--- config.mk ---
export PLATFORM = sky130hd
export DESIGN_NAME = hdmi_pattern_tx
export DESIGN_NICKNAME = d
export VERILOG_FILES = /design/src/rtl/hdmi_pattern_tx.sv
export SDC_FILE = /design/constraint.sdc
export NUM_CORES = 1
export LEC_CHECK = 0
export CAP_MARGIN = 10
export CORE_ASPECT_RATIO = 1.75
export CORE_MARGIN = 2
export CORE_UTILIZATION = 55
export DETAILED_ROUTE_END_ITERATION = 8
export HOLD_SLACK_MARGIN = 0.03
export PLACE_DENSITY = 0.72
export SYNTH_ARGS = -nofsm -noshare
export SYNTH_HDL_FRONTEND = slang
export SYNTH_SLANG_ARGS = --single-unit
--- constraint.sdc ---
create_clock -name CLK100 -period 10.6 [get_ports CLK100]
set_input_delay 3.18 -clock CLK100 [delete_from_list [all_inputs] [get_ports CLK100]]
set_output_delay 3.18 -clock CLK100 [all_outputs]
set_load 0.005 [all_outputs]
--- src/rtl/hdmi_pattern_tx.sv ---
// hdmi_pattern_tx
// Stand-alone 640x480 test-pattern source for the Nexys3. All logic runs on
// the 100 MHz board clock; a pixel is produced every PIX_DIV (=10) cycles,
// which is also the TMDS word length, so each lane shifts out one bit per
// clock with no second clock domain.
//
// Ports:
//   CLK100      100 MHz system clock (rising edge)
//   btns        asynchronous active-high reset
//   btnd        raw pattern-advance pushbutton (synchronised and debounced here)
//   TX0_TMDS_P  TMDS serial data, [0]=blue [1]=green [2]=red [3]=clock lane
//   TX0_TMDS_N  complement of TX0_TMDS_P
//   Hsync       VGA horizontal sync, active-low
//   Vsync       VGA vertical sync, active-low
//   vgaRed      red[7:5]
//   vgaGreen    green[7:5]
//   vgaBlue     blue[7:6]
module hdmi_pattern_tx #(
  parameter int DEBOUNCE_CYCLES = 1000000,
  parameter int PIX_DIV         = 10
) (
  input  logic       CLK100,
  input  logic       btns,
  input  logic       btnd,
  output logic [3:0] TX0_TMDS_P,
  output logic [3:0] TX0_TMDS_N,
  output logic       Hsync,
  output logic       Vsync,
  output logic [2:0] vgaRed,
  output logic [2:0] vgaGreen,
  output logic [1:0] vgaBlue
);

  localparam int              DB_W       = (DEBOUNCE_CYCLES > 1) ? $clog2(DEBOUNCE_CYCLES) : 1;
  localparam logic [DB_W-1:0] DB_LAST    = DB_W'(DEBOUNCE_CYCLES - 1);
  localparam logic [3:0]      PHASE_LAST = 4'(PIX_DIV - 1);

  localparam logic [9:0] H_ACTIVE  = 10'd640;
  localparam logic [9:0] H_LAST    = 10'd799;
  localparam logic [9:0] H_SYNC_LO = 10'd656;
  localparam logic [9:0] H_SYNC_HI = 10'd751;
  localparam logic [9:0] V_ACTIVE  = 10'd480;
  localparam logic [9:0] V_LAST    = 10'd524;
  localparam logic [9:0] V_SYNC_LO = 10'd490;
  localparam logic [9:0] V_SYNC_HI = 10'd491;

  // The clock lane is a 50% duty square wave at the pixel rate, low half first.
  localparam logic [9:0] CLK_WORD = 10'b1111100000;

  typedef struct packed {
    logic [9:0]        word;
    logic signed [5:0] disp;
  } tmds_t;

  logic [3:0]        phase;
  logic              pix_en;
  logic [9:0]        hcnt;
  logic [9:0]        vcnt;
  logic [1:0]        pattern;
  logic              btn_meta;
  logic              btn_sync;
  logic              db_level;
  logic [DB_W-1:0]   db_cnt;
  logic [2:0]        bar;
  logic              next_de;
  logic              next_hs;
  logic              next_vs;
  logic [7:0]        next_r;
  logic [7:0]        next_g;
  logic [7:0]        next_b;
  logic [7:0]        pix_r;
  logic [7:0]        pix_g;
  logic [7:0]        pix_b;
  logic              pix_de;
  logic              pix_hs;
  logic              pix_vs;
  logic signed [5:0] disp_b;
  logic signed [5:0] disp_g;
  logic signed [5:0] disp_r;
  tmds_t             enc_b;
  tmds_t             enc_g;
  tmds_t             enc_r;
  logic [3:0][9:0]   shift_q;

  // DVI 1.0 8b/10b encoder. Outside active video the control token is sent and
  // the running disparity collapses to zero.
  function automatic tmds_t tmds_encode(input logic [7:0]        d,
                                        input logic [1:0]        ctrl,
                                        input logic              active,
                                        input logic signed [5:0] disp_in);
    logic [3:0]        n1d;
    logic [3:0]        n1q;
    logic              xnor_sel;
    logic [8:0]        qm;
    logic signed [5:0] diff;
    logic signed [5:0] two_qm8;
    logic signed [5:0] two_nqm8;
    tmds_t             res;
    n1d = 4'd0;
    for (int i = 0; i < 8; i++) n1d = n1d + {3'b000, d[i]};
    xnor_sel = (n1d > 4'd4) || ((n1d == 4'd4) && !d[0]);
    qm    = 9'd0;
    qm[0] = d[0];
    for (int i = 1; i < 8; i++) qm[i] = xnor_sel ? ~(qm[i-1] ^ d[i]) : (qm[i-1] ^ d[i]);
    qm[8] = ~xnor_sel;
    n1q = 4'd0;
    for (int i = 0; i < 8; i++) n1q = n1q + {3'b000, qm[i]};
    // diff is (ones - zeros) of the 8 data bits, i.e. 2*n1q - 8.
    diff     = $signed({1'b0, n1q, 1'b0}) - 6'sd8;
    two_qm8  = $signed({4'b0000, qm[8], 1'b0});
    two_nqm8 = $signed({4'b0000, ~qm[8], 1'b0});
    if (!active) begin
      res.disp = 6'sd0;
      case (ctrl)
        2'b00:   res.word = 10'b1101010100;
        2'b01:   res.word = 10'b0010101011;
        2'b10:   res.word = 10'b0101010100;
        default: res.word = 10'b1010101011;
      endcase
    end else if ((disp_in == 6'sd0) || (diff == 6'sd0)) begin
      res.word = {~qm[8], qm[8], qm[8] ? qm[7:0] : ~qm[7:0]};
      res.disp = qm[8] ? (disp_in + diff) : (disp_in - diff);
    end else if ((!disp_in[5] && (diff > 6'sd0)) || (disp_in[5] && (diff < 6'sd0))) begin
      res.word = {1'b1, qm[8], ~qm[7:0]};
      res.disp = disp_in + two_qm8 - diff;
    end else begin
      res.word = {1'b0, qm[8], qm[7:0]};
      res.disp = disp_in - two_nqm8 + diff;
    end
    return res;
  endfunction

  assign pix_en = (phase == PHASE_LAST);

  // Pixel-rate divider plus the raster counters. The counters step once per
  // pixel and describe the pixel being generated right now; the pixel stage
  // below captures them, so the pins trail the counters by one pixel.
  always_ff @(posedge CLK100 or posedge btns) begin
    if (btns) begin
      phase <= 4'd0;
      hcnt  <= 10'd0;
      vcnt  <= 10'd0;
    end else begin
      phase <= pix_en ? 4'd0 : phase + 4'd1;
      if (pix_en) begin
        if (hcnt == H_LAST) begin
          hcnt <= 10'd0;
          vcnt <= (vcnt == V_LAST) ? 10'd0 : vcnt + 10'd1;
        end else begin
          hcnt <= hcnt + 10'd1;
        end
      end
    end
  end

  // Button path: two flops to tame metastability, then a counter that only
  // lets a new level through once it has been held for DEBOUNCE_CYCLES
  // consecutive clocks. Only the rising transition of the clean level steps
  // the pattern, so holding the button gives a single advance.
  always_ff @(posedge CLK100 or posedge btns) begin
    if (btns) begin
      btn_meta <= 1'b0;
      btn_sync <= 1'b0;
      db_level <= 1'b0;
      db_cnt   <= '0;
      pattern  <= 2'd0;
    end else begin
      btn_meta <= btnd;
      btn_sync <= btn_meta;
      if (btn_sync == db_level) begin
        db_cnt <= '0;
      end else if (db_cnt == DB_LAST) begin
        db_cnt   <= '0;
        db_level <= btn_sync;
        if (btn_sync) pattern <= pattern + 2'd1;
      end else begin
        db_cnt <= db_cnt + 1'b1;
      end
    end
  end

  // Colour and sync for the pixel the counters point at. Bar index 0..7 maps
  // white, yellow, cyan, green, magenta, red, blue, black: red is off for
  // bars 2,3,6,7, green for 4..7, blue for odd bars.
  always_comb begin
    bar     = 3'(hcnt / 10'd80);
    next_de = (hcnt < H_ACTIVE) && (vcnt < V_ACTIVE);
    next_hs = !((hcnt >= H_SYNC_LO) && (hcnt <= H_SYNC_HI));
    next_vs = !((vcnt >= V_SYNC_LO) && (vcnt <= V_SYNC_HI));
    next_r  = 8'h00;
    next_g  = 8'h00;
    next_b  = 8'h00;
    case (pattern)
      2'd0: begin
        next_r = {8{~bar[1]}};
        next_g = {8{~bar[2]}};
        next_b = {8{~bar[0]}};
      end
      2'd1: begin
        next_r = {8{hcnt[5] ^ vcnt[5]}};
        next_g = {8{hcnt[5] ^ vcnt[5]}};
        next_b = {8{hcnt[5] ^ vcnt[5]}};
      end
      2'd2: begin
        next_r = hcnt[9:2];
        next_g = vcnt[8:1];
      end
      default: begin
        next_r = 8'hFF;
        next_g = 8'hFF;
        next_b = 8'hFF;
      end
    endcase
    if (!next_de) begin
      next_r = 8'h00;
      next_g = 8'h00;
      next_b = 8'h00;
    end
  end

  // Pixel stage: one register set feeds both the VGA pins and the TMDS
  // encoders, so the two outputs always show the same picture.
  always_ff @(posedge CLK100 or posedge btns) begin
    if (btns) begin
      pix_r  <= 8'h00;
      pix_g  <= 8'h00;
      pix_b  <= 8'h00;
      pix_de <= 1'b0;
      pix_hs <= 1'b1;
      pix_vs <= 1'b1;
    end else if (pix_en) begin
      pix_r  <= next_r;
      pix_g  <= next_g;
      pix_b  <= next_b;
      pix_de <= next_de;
      pix_hs <= next_hs;
      pix_vs <= next_vs;
    end
  end

  assign enc_b = tmds_encode(pix_b, {pix_vs, pix_hs}, pix_de, disp_b);
  assign enc_g = tmds_encode(pix_g, 2'b00,            pix_de, disp_g);
  assign enc_r = tmds_encode(pix_r, 2'b00,            pix_de, disp_r);

  // Serialiser: on the pixel tick every lane loads its freshly encoded word
  // and the disparities commit; on the nine clocks in between the words
  // shift right so bit 0 goes out first.
  always_ff @(posedge CLK100 or posedge btns) begin
    if (btns) begin
      shift_q <= '0;
      disp_b  <= 6'sd0;
      disp_g  <= 6'sd0;
      disp_r  <= 6'sd0;
    end else if (pix_en) begin
      shift_q[0] <= enc_b.word;
      shift_q[1] <= enc_g.word;
      shift_q[2] <= enc_r.word;
      shift_q[3] <= CLK_WORD;
      disp_b     <= enc_b.disp;
      disp_g     <= enc_g.disp;
      disp_r     <= enc_r.disp;
    end else begin
      for (int i = 0; i < 4; i++) shift_q[i] <= {1'b0, shift_q[i][9:1]};
    end
  end

  assign TX0_TMDS_P = {shift_q[3][0], shift_q[2][0], shift_q[1][0], shift_q[0][0]};
  assign TX0_TMDS_N = ~TX0_TMDS_P;
  assign Hsync      = pix_hs;
  assign Vsync      = pix_vs;
  assign vgaRed     = pix_r[7:5];
  assign vgaGreen   = pix_g[7:5];
  assign vgaBlue    = pix_b[7:6];

endmodule

# Word level (Yosys, flattened, before mapping)
# Index checks and enable logic that the tools add are counted.
# word_totals
output_inout_bits,18
regBits,134
word_cells,260
inputBits,3
# op_classes
n_eq_ne,12
bitwise_logic,54
magnitude_cmp,15
add_sub_neg,68
mux,49
div_mod_pow,1
reduce_logical,40
# ops
cell,count
two-way mux 16 bit,9
adder 4 x 1 -> 4 bit,24
one-hot mux 8 bit (3 select lines),3
two-way mux 8 bit,6
two-way mux 20 bit,2
two-way mux 40 bit,1
adder 6 bit,6
zero test 6 bit,6
subtractor 6 bit,6
one-hot mux 10 bit (3 select lines),1
NOT 1 bit,28
adder 3 x 1 -> 4 bit,6
NOT 8 bit,3
bitwise XOR 1 bit,22
two-way mux 1 bit,21
"adder 10 x 1 -> 10 bit, second input constant",2
"adder 20 x 1 -> 20 bit, second input constant",1
"equality test 10 bit, second input constant",2
"equality test 20 bit, second input constant",1
two-way mux 10 bit,2
adder 2 x 1 -> 3 bit,6
adder 6 x 3 -> 6 bit,3
"> comparator 6 x 1 -> 1 bit, second input constant",3
"< comparator 6 x 1 -> 1 bit, second input constant",3
other kinds (27),72

# Logic depth before layout (Yosys ltp)
# depth
depth_word,38
mapped_depth,33
depth_no_buf,33

# Worst setup path after synthesis
# No wires, ideal clock.
# synth_timing
path_kind,register to register
start,reg pix_r[0]
end,reg disp_r[5]
stages_incl_launch_ff,34
setup_time_ps,126
setup_slack_ps,2274
n_path_buf,0
required_time_ps,10474
t_arrival_ps,8200
period_less_slack_ps,8326
path_cell_list,dfrtp_1 -> inv_1 -> fa_1 -> fa_1 -> fa_1 -> inv_1 -> ha_1 -> fa_1 -> nor3b_2 -> o21ai_1 -> a21oi_2 -> inv_2 -> xnor2_1 -> fa_1 -> fa_1 -> inv_1 -> fa_1 -> ha_1 -> inv_1 -> fa_1 -> xor2_1 -> inv_1 -> ha_1 -> inv_1 -> ha_1 -> inv_1 -> ha_1 -> nor2_1 -> a21oi_1 -> xnor2_1 -> nand2b_1 -> a211oi_1 -> a311oi_1 -> a221o_1
# synth_between
elab_chain_len,37
word_cells_on_any_way,59
cone_classes,21 x add/sub; 3 x order compare; 1 x eq/ne; 11 x mux; 15 x bitwise; 8 x reduce/logical
# synth_lines
element,line_no,text
start: declaration,71,logic [7:0] pix_r;
start signal: assignment,232,pix_r <= next_r;
"parallel branches: the longest is 35 deep, another holds adder 3 x 1 -> 4 bit",n/a,
two-way mux 16 bit (*),120,end else if ((disp_in == 6'sd0) || (diff == 6'sd0)) begin
two-way mux 16 bit (*),112,if (!active) begin
end signal: assignment,261,disp_r <= enc_r.disp;
end: declaration,79,logic signed [5:0] disp_r;
# Every way passes the cells marked *.
# A chain may end at the register's enable or synchronous reset.

# Worst setup path in the final report
# Same ends and word-level chain as after synthesis.

==> out/qor.csv <==
stage,metric,value,unit
drt,num_vias,6445,
die,design.core.area,15900,µm²
power_and_ir_drop,internal_power,855,µW
grt,antenna_found_initial,0,
drt,wl_met3,520,µm
sta,hold_violations,0,
clock_tree,cts_buffers,17,
setup_path,crit_arrival,9290,ps
synthesis,syn_area_per_cell,9.29,µm²
sta,grt_setup_unrepaired,no,
sta,fin_crit_sh,84.8,%
synthesis,synth-edff-count,0,
clock_tree,post_cts_resized,0,
clock_tree,hold_buffers,0,
sta,tightestPinTransition,1060,ps
placed_design,port_buffers,20,
cells_and_area,antennaDiodeCount,0,
drt,top_layer,met4,
sta,fmax,111,MHz
power_and_ir_drop,clkPwrFrac,56.1,%
grt,grt_overflow,0,
setup_path,crit_fanout,11,
sta,max_slew_margin,28.9,%
sta,fin_crit,8990,ps
clock_tree,clk_pin_slew,60,ps
setup_path,crit_path_end_kind,flop,
run_status,outcome,"complete, no violations",
synthesis,synth_cell_types,65,
grt,grt_pass1_wl,31600,µm
drt,avgRoutedWirePerCell,15.9,µm
drt,wl_met1,7110,µm
die,die_h,172,µm
power_and_ir_drop,p_seq_share,42.7,%
setup_path,cp_slowest_cell,fa_1,
placed_design,dpl.cell_count,1127,
clock_tree,clock_sinks,124,
synthesis,netlist_instances,960,
synthesis,yosysSeqAreaShare,34.8,%
sta,finalWorstSetupSlack,1610,ps
cells_and_area,fillCellCount,1357,
clock_tree,htreeDepth,4,
setup_path,critPathMaxStageDelay,570,ps
grt,track_usage,23.0,%
placed_design,hpwl,13500,µm
power_and_ir_drop,p_leak,0.00481,µW
clock_tree,cts_root_buf,clkbuf_16,
placed_design,gp_congestion,0.953,
die,chipWidth,100,µm
synthesis,ys.flop_type,dfrtp_1,
drt,wl,18400,µm
drt,antenna_left,0,
clock_tree,cts_buffer_depth,2,
power_and_ir_drop,comb_power_share,1.2,%
job,cap_violations,0,
cells_and_area,final_cell_mix,"dfrtp_1 (122), inv_1 (107), nand2_1 (92), ha_1 (79), nor2_1 (68)",
cells_and_area,final_common_cell,dfrtp_1,
setup_path,cp.buffers_inverters,8,
setup_path,cp_common_cell,fa_1,
synthesis,synth_nets,1072,
drt,drt_first_iter_violations,278,
setup_path,path_delay_family,adder cells,
drt,vias_per_cell,5.56,
cells_and_area,syn2layout_area_growth,9.72,%
synthesis,yosysWarnings,0,
cells_and_area,finalNonFillerCells,1159,
drt,dr.pass1.iters,4,
synthesis,ys_seq_elements,124,
power_and_ir_drop,switching_share,23.1,%
power_and_ir_drop,p_sw,258,µW
cells_and_area,final_util,61.7,%
power_and_ir_drop,peakVddDrop,0.0898,mV
setup_path,cp.required,10900,ps
clock_tree,cts_tree,done,
sta,clock_skew,11.4,ps
cells_and_area,drive_gt1_share,6.91,%
grt,grt_pass1_vias,6755,
die,num_rows,61,
die,io_pins,21,
worst_hold_path,hold_path_class,flop to flop,
drt,wl_met2,10300,µm
sta,setup_viol,0,
placed_design,post-place-ws,1610,ps
die,dieArea,17300,µm²
grt,grt_max_degree,65,
drt,drc_errors,0,
power_and_ir_drop,p_per_area,114,nW/µm²
die,start_util,56.2,%
clock_tree,clock_latency,420,ps
cells_and_area,final_nets,1069,
sta,final_max_slew_viol_count,0,
setup_path,start_kind,flop,
synthesis,async_reset_ff_share,100,%
synthesis,netlist_area,8920,µm²
sta,final.setup.tns,0,ps
setup_path,path_class,flop to flop,
clock_tree,cts_setup_buffers,0,
[Yosys cell counts, drive strengths merged, types with 9 or more instances]
master / number / area (µm²)
o22ai: 12 / 75.1
fa: 30 / 601
xor2: 37 / 332
dfrtp: 122 / 3050
nand2: 92 / 345
clkbuf: 31 / 116
and3: 11 / 68.8
nand3: 22 / 110
nor2: 68 / 255
nand2b: 11 / 68.8
a21o: 24 / 180
ha: 79 / 988
inv: 110 / 413
nor2b: 13 / 81.3
o21ai: 52 / 260
xnor2: 69 / 672
a21oi: 51 / 270
nor3: 9 / 45.0
mux2i: 9 / 90.1
buf: 17 / 124
a22o: 9 / 78.8
[flip-flops by register name (all words and copies together) (netlist names), 8 cells and up]
| signal | flops |
|---|---|
| db_cnt | 20 |
| hcnt | 10 |
| vcnt | 10 |
| shift_q | 36 |
| pix_r | 8 |
| pix_g | 8 |
[power groups by stage]
stage	sequential, µW	combinational, µW	clock [µW]
finish	476	13.2	624
global route	476	15.9	655
CTS	476	14.1	633
detailed placement	484	14.2	0
global placement	484	14.1	0
floorplan	484	9.63	0
[worst reg2reg max path, delay by kind of cell, from the launching register on]
| kind | cells | cell delay [ps] |
|---|---|---|
| compound gates | 6 | 1330 |
| xor+xnor | 3 | 660 |
| fa+ha+maj | 13 | 5160 |
| buf+inv | 8 | 750 |
| flops | 1 | 430 |
| simple gates | 3 | 560 |
[routing by layer]
metal / vias up / track usage, %
li1: 3151 / -
met1: 3153 / 24.9
met5: - / 0
met3: 36 / 3.84
met2: 105 / 44.0
met4: 0 / 8.70
[through the flow]
step                cell area [µm²]  power (µW)  hold slack [ps]
floorplan                      8920         494              331
global placement               9170         498              332
detailed placement             9170         499              336
CTS                            9790        1120              354
global route                   9790        1150              369
finish                         9790        1110              349
[logic make-up after synthesis]
| logic type | after synthesis | synth area share, % |
|---|---|---|
| AO/OA/AOI/OAI | 176 | 12.3 |
| AND/OR/NAND/NOR | 274 | 14.9 |
| flip-flops | 124 | 34.8 |
| XOR/XNOR | 107 | 11.5 |
| multiplexers | 12 | 1.39 |
| adder cells (fa/ha/maj) | 109 | 17.8 |
| buffers and inverters | 158 | 7.32 |
[final cells by class]
type / count / area, µm² / share of cell area [%]
Timing Repair Buffer: 26 / 245 / 2.51
Sequential cell: 124 / 3110 / 31.7
Multi-Input combinational cell: 678 / 5160 / 52.7
Tap cell: 189 / 236 / 2.42
Clock inverter: 15 / 198 / 2.02
Inverter: 110 / 415 / 4.24
Clock buffer: 17 / 425 / 4.35
[worst paths after layout]
path                       slack [ps]                     to  cells after the start            startpoint
max reg2reg                      1610  disp_r[5]$_DFFE_PP0P_                     33  pix_r[0]$_DFFE_PP0P_
max                              1610  disp_r[5]$_DFFE_PP0P_                     33  pix_r[0]$_DFFE_PP0P_
min                               350     btn_sync$_DFF_PP0_                      0    btn_meta$_DFF_PP0_
min in group asynchronous        3240  disp_g[4]$_DFFE_PP0P_                      2                  btns
min reg2reg                       350     btn_sync$_DFF_PP0_                      0    btn_meta$_DFF_PP0_
max in group asynchronous        6060   shift_q[3]$_DFF_PP0_                      3                  btns
No activity file was read; power rests on OpenSTA's default activity.
